--- config.mk ---
export PLATFORM = sky130hd
export DESIGN_NAME = otter_mmio_bridge
export DESIGN_NICKNAME = d
export VERILOG_FILES = /design/src/rtl/otter_mmio_bridge.sv
export SDC_FILE = /design/constraint.sdc
export NUM_CORES = 1
export LEC_CHECK = 0
export ABC_AREA = 1
export CORE_MARGIN = 1.5
export CORE_UTILIZATION = 40
export DETAILED_ROUTE_END_ITERATION = 16
export DONT_BUFFER_PORTS = 1
export GPL_TIMING_DRIVEN = 0
export PLACE_DENSITY = 0.53
export SYNTH_ARGS = -nofsm -noshare
export SYNTH_HDL_FRONTEND = slang
export SYNTH_SLANG_ARGS = --single-unit
--- constraint.sdc ---
create_clock -name CLK -period 5.1 [get_ports CLK]
set_input_delay 0.51 -clock CLK [delete_from_list [all_inputs] [get_ports CLK]]
set_output_delay 0.51 -clock CLK [all_outputs]
set_load 0.05 [all_outputs]
--- src/rtl/otter_mmio_bridge.sv ---
// OTTER IOBUS slave: switches, LEDs, seven-segment register and a down-counting
// interval timer that raises INTR. Read data is registered (1-cycle latency).
module otter_mmio_bridge #(
    parameter int unsigned SW_WIDTH    = 16,
    parameter int unsigned LED_WIDTH   = 16,
    parameter int unsigned TMR_WIDTH   = 32,
    parameter int unsigned SYNC_STAGES = 2
) (
    input  logic                 CLK,
    input  logic                 RESET,
    input  logic [31:0]          IOBUS_ADDR,
    input  logic [31:0]          IOBUS_OUT,
    input  logic                 IOBUS_WR,
    output logic [31:0]          IOBUS_IN,
    input  logic [SW_WIDTH-1:0]  SWITCHES,
    output logic [LED_WIDTH-1:0] LEDS,
    output logic [15:0]          SSEG,
    output logic                 INTR
);

    localparam logic [29:0] A_SW     = 30'h0440_0000;
    localparam logic [29:0] A_LED    = 30'h0440_0008;
    localparam logic [29:0] A_SSEG   = 30'h0440_0010;
    localparam logic [29:0] A_TCTRL  = 30'h0440_0018;
    localparam logic [29:0] A_TLOAD  = 30'h0440_0019;
    localparam logic [29:0] A_TCOUNT = 30'h0440_001A;
    localparam logic [29:0] A_TSTAT  = 30'h0440_001B;

    localparam logic [TMR_WIDTH-1:0] TMR_ONE = TMR_WIDTH'(1);

    typedef enum logic [1:0] {
        T_IDLE,
        T_RUN,
        T_EXPIRE
    } tmr_state_t;

    logic [29:0]          word_addr;
    logic                 unused_bits;

    logic [SW_WIDTH-1:0]  sw_sync [SYNC_STAGES];

    logic                 en, irq_en, auto_reload, pending;
    logic                 en_d, irq_en_d, auto_reload_d, pending_d;
    logic [TMR_WIDTH-1:0] load, count, load_d, count_d;
    tmr_state_t           tmr_state;
    logic [31:0]          rdata;

    assign word_addr   = IOBUS_ADDR[31:2];
    assign unused_bits = ^{IOBUS_ADDR[1:0], IOBUS_OUT};

    always_ff @(posedge CLK or posedge RESET) begin
        if (RESET) begin
            for (int unsigned i = 0; i < SYNC_STAGES; i++) sw_sync[i] <= '0;
        end else begin
            sw_sync[0] <= SWITCHES;
            for (int unsigned i = 1; i < SYNC_STAGES; i++) sw_sync[i] <= sw_sync[i-1];
        end
    end

    always_ff @(posedge CLK or posedge RESET) begin
        if (RESET) begin
            LEDS <= '0;
            SSEG <= '0;
        end else if (IOBUS_WR) begin
            if (word_addr == A_LED)  LEDS <= IOBUS_OUT[LED_WIDTH-1:0];
            if (word_addr == A_SSEG) SSEG <= IOBUS_OUT[15:0];
        end
    end

    always_comb begin
        tmr_state = T_IDLE;
        if (en) tmr_state = (count == '0) ? T_EXPIRE : T_RUN;
    end

    // Ordering inside this block encodes the collision rules: W1C before the
    // expiry set, and bus writes to TCTRL/TLOAD after the timer's own update.
    always_comb begin
        en_d          = en;
        irq_en_d      = irq_en;
        auto_reload_d = auto_reload;
        load_d        = load;
        count_d       = count;
        pending_d     = pending;

        if (IOBUS_WR && word_addr == A_TSTAT && IOBUS_OUT[0]) pending_d = 1'b0;

        unique case (tmr_state)
            T_RUN:    count_d = count - TMR_ONE;
            T_EXPIRE: begin
                pending_d = 1'b1;
                if (auto_reload) count_d = load;
                else             en_d    = 1'b0;
            end
            default: ;
        endcase

        if (IOBUS_WR && word_addr == A_TCTRL) begin
            en_d          = IOBUS_OUT[0];
            irq_en_d      = IOBUS_OUT[1];
            auto_reload_d = IOBUS_OUT[2];
        end
        if (IOBUS_WR && word_addr == A_TLOAD) begin
            load_d  = IOBUS_OUT[TMR_WIDTH-1:0];
            count_d = IOBUS_OUT[TMR_WIDTH-1:0];
        end
    end

    always_ff @(posedge CLK or posedge RESET) begin
        if (RESET) begin
            en          <= 1'b0;
            irq_en      <= 1'b0;
            auto_reload <= 1'b0;
            load        <= '0;
            count       <= '0;
            pending     <= 1'b0;
        end else begin
            en          <= en_d;
            irq_en      <= irq_en_d;
            auto_reload <= auto_reload_d;
            load        <= load_d;
            count       <= count_d;
            pending     <= pending_d;
        end
    end

    assign INTR = pending & irq_en;

    always_comb begin
        rdata = '0;
        unique case (word_addr)
            A_SW:     rdata = 32'(sw_sync[SYNC_STAGES-1]);
            A_LED:    rdata = 32'(LEDS);
            A_SSEG:   rdata = {16'h0000, SSEG};
            A_TCTRL:  rdata = {29'd0, auto_reload, irq_en, en};
            A_TLOAD:  rdata = 32'(load);
            A_TCOUNT: rdata = 32'(count);
            A_TSTAT:  rdata = {31'd0, pending};
            default:  rdata = '0;
        endcase
    end

    always_ff @(posedge CLK or posedge RESET) begin
        if (RESET) IOBUS_IN <= '0;
        else       IOBUS_IN <= rdata;
    end

endmodule
==> results.md <==
- Post-Route WL: approximately 25,000 µm
- Final HPWL from detailed placement: 18,800 µm
- Hold Crit Class: primary input to flip-flop
- Final worst hold slack: 0.0801 ns
- Largest driver fanout on the critical path: 7
- Warning count from the yosys run: 0
- Number of buffers created by CTS: 17
- Layout Skew: 0.0150 ns
- Highest cell delay on the worst timing path: 0.51 ns
- Post-CTS Setup Bufs: 0
- Share of post-route cells with drive strength above 1: 0.0990
- Via count of the first global-routing pass: 7,047
- Inserted Diodes: 0
- Via-to-Cell Ratio: 5.15
- Data required, critical path: ~5.5 ns
- CP endpoint kind: flip-flop
- Compound-cell area share of the yosys netlist: 0.0693
- Period utilisation layout: 0.440
- Clock transition at the register clock pins on the worst setup and hold paths after CTS: 0.08 ns
- Largest delay contributor family on the critical path: simple AND/OR/NAND/NOR gates
- Cell at the root of the clock tree: clkbuf_16
- Multiplexer share of the synthesized area: 0.00138
- Number of design rule violations left after detail routing: 0
- Number of instances in the synthesized netlist: 1,067
- Die X-Extent: 146 µm
- Total clock sinks: 164
- Transition time at the pin with the least slew margin: ~0.73 ns
- Starting Density: 0.406
- Detailed-router iteration count before antenna repair: 5
- Mean post-synth cell area: 7.67 µm²
- Antenna-violating nets left: 0
- Number of buffers on the longest clock path: 2
- Slowest stage cell on the critical path: nor2_1
- Final-report max-slew violation count: 0
- Count of cell types in the netlist: 33
- Worst relative slew slack: 0.514
- Routability cong.: about 0.90
- Main combinational cell family by area after synthesis: simple AND/OR/NAND/NOR gates
- Number of buffer and inverter instances along the worst setup path: 2
- Aggregate global-route resource usage: 0.251
- Total nets after synthesis: 1,152
- Peak supply drop: approximately 220 µV
- Remaining global-route overflow: 0
- Signal arrival time at the worst endpoint: 2.61 ns
- Ports placed on the boundary: 148
- Seq/Total Area, Yosys: 0.501
- Core area: 20,200 µm²
- Inst Count DP: 1,338
- Area of the die: ~21,000 µm²
- H-tree levels: 4
- EDFF count, synth: 0
- Antenna violations before repair: 0
- Leading cell types in the layout, fill and taps excluded: 334 x nand2_1, 164 x dfrtp_1, 136 x nor2_1, 112 x nand3_1, 93 x inv_1
- Power density normalized to cell area: 295 nW/µm²
- Worst skew pair latency: 0.45 ns
- Count of nets after finishing: 1,173
- Number of register bits inferred by synthesis: 164
- Number of violations reported at the end of detailed-routing iteration 0: 568
- Final setup violation count: 0
- Cell Chain, Critical Path: inv_1, ha_1, inv_1, nor2_1, nand2_1, nor2_1, nand2_1, nand3_1, nand3_1, a21oi_1
- WS Path Type: flip-flop to flip-flop
- Xor and xnor fraction of the mapped netlist area: 0.00856
- Number of core rows: 52
- CTS tree: done
- Maximum clock frequency: 445 MHz
- Die Height: 146 µm
- Unrepaired setup endpoints after global routing: no
- WL per Instance: 18.4 µm
- Outcome: finished clean
- Port-buffer cells: 0
- Vias post-DR: 7,061
- Synth Area in Simple Gates: 0.342
- Leakage Power: 4.82 nW
- Area share of fa/ha/maj cells after synthesis: 0.00306
- Max-cap viol count: 0
- Pin count of the biggest net entering global routing: 116
- Post-synth design cell area: 8180 µm²
- First-pass GRT wire length: 40,600 µm
- Final critical-path required period: 2.24 ns
- Async set or reset register ratio after synthesis: 1.00
- Main synth FF type: dfrtp_1
- Final hold violation count: 0
- P&R area growth vs syn: 12.3%
- Final Instance Count excl. Fillers: approximately 1,400
- Worst setup SP type: flip-flop
- Most frequent standard cell in the layout excluding fill and tap cells: nand2_1
==> registers in the layout (all words and copies together), names as in the netlist <==
register and flops:
IOBUS_IN 32, sw_sync 32, LEDS 16, SSEG 16, count 32, en 1
pending 1, auto_reload 1, load 32, irq_en 1
==> cell usage after synthesis, types with 2 or more instances <==
library cell / count / area, µm²
nand2_1: 334 / 1250
dfrtp_1: 164 / 4100
nor2_1: 136 / 510
nand3_1: 112 / 561
inv_1: 94 / 353
o21ai_0: 52 / 260
o21ai_1: 34 / 170
nand4_1: 20 / 125
buf_2: 18 / 90.1
o22ai_1: 13 / 81.3
nand2_2: 11 / 68.8
inv_2: 9 / 33.8
a21oi_1: 8 / 40.0
clkbuf_1: 8 / 30.0
nor2_2: 8 / 50.1
xor2_1: 8 / 70.1
buf_4: 7 / 52.6
nor2_4: 6 / 67.6
buf_6: 3 / 33.8
nand2_4: 3 / 33.8
nor3_4: 3 / 48.8
buf_1: 2 / 7.51
ha_1: 2 / 25.0
nand3_2: 2 / 20.0
o211ai_1: 2 / 15.0
==> per-layer routing <==
metal / wire length [µm] / share of wire / track usage
met4: 483 / 0.019 / 0.0833
met1: 11400 / 0.45 / 0.332
met2: 11900 / 0.47 / 0.410
met3: 1470 / 0.058 / 0.0538
met5: 0 / 0 / 0
==> layout make-up <==
cell class                 instances  area (µm²)
clock inverter                    15         196
inverter                         104         398
clock buffer                      17         425
fill                            2087       11000
multi-input combinational        761        3480
buffer                            38         214
sequential                       164        4100
tap                              270         338
timing repair buffer               2        37.5
==> stage by stage <==
stage               power (mW)  setup TNS (ns)  worst slack (ns)   util  instance area [µm²]
finish                    2.71               0              2.86  0.456                 9190
global route              2.80               0              2.61  0.456                 9190
CTS                       2.73               0              2.86  0.456                 9190
detailed placement        1.39               0              2.78  0.424                 8560
global placement          1.39         -310.12             -1.90  0.423                 8520
floorplan                 1.38               0             0.157      -                 8180
==> path summary, 6_finish.rpt <==
kind,startpoint,end,slack [ns],depth (start not counted)
setup / recovery,count[0]$_DFFE_PP0P_,count[30]$_DFFE_PP0P_,2.86,10
hold / removal,SWITCHES[10],sw_sync[26]$_DFF_PP0_,0.08,0
setup reg to reg,count[0]$_DFFE_PP0P_,count[30]$_DFFE_PP0P_,2.86,10
hold reg to reg,sw_sync[25]$_DFF_PP0_,sw_sync[9]$_DFF_PP0_,0.35,0
max in group asynchronous,RESET,IOBUS_IN[9]$_DFF_PP0_,3.64,3
min in group asynchronous,RESET,pending$_DFFE_PP0P_,0.56,2
==> kinds of logic after synthesis <==
logic type / after synthesis
simple gates: 641
flops: 164
buf+inv: 142
compound gates: 109
xor+xnor: 8
fa+ha+maj: 2
mux: 1
==> power by group <==
part / switching (mW) / internal (mW)
logic: 0.0421 / 0.00945
registers: 0.00338 / 1.31
clock network: 0.669 / 0.676
total: 0.714 / 2.00
==> what timing repair did <==
item | CTS | global route
hold buffers | 1 | 0
endpoints found under the hold margin | 49 | 0
gates resized for setup | 0 | 0
(Power assumes the default switching activity.)
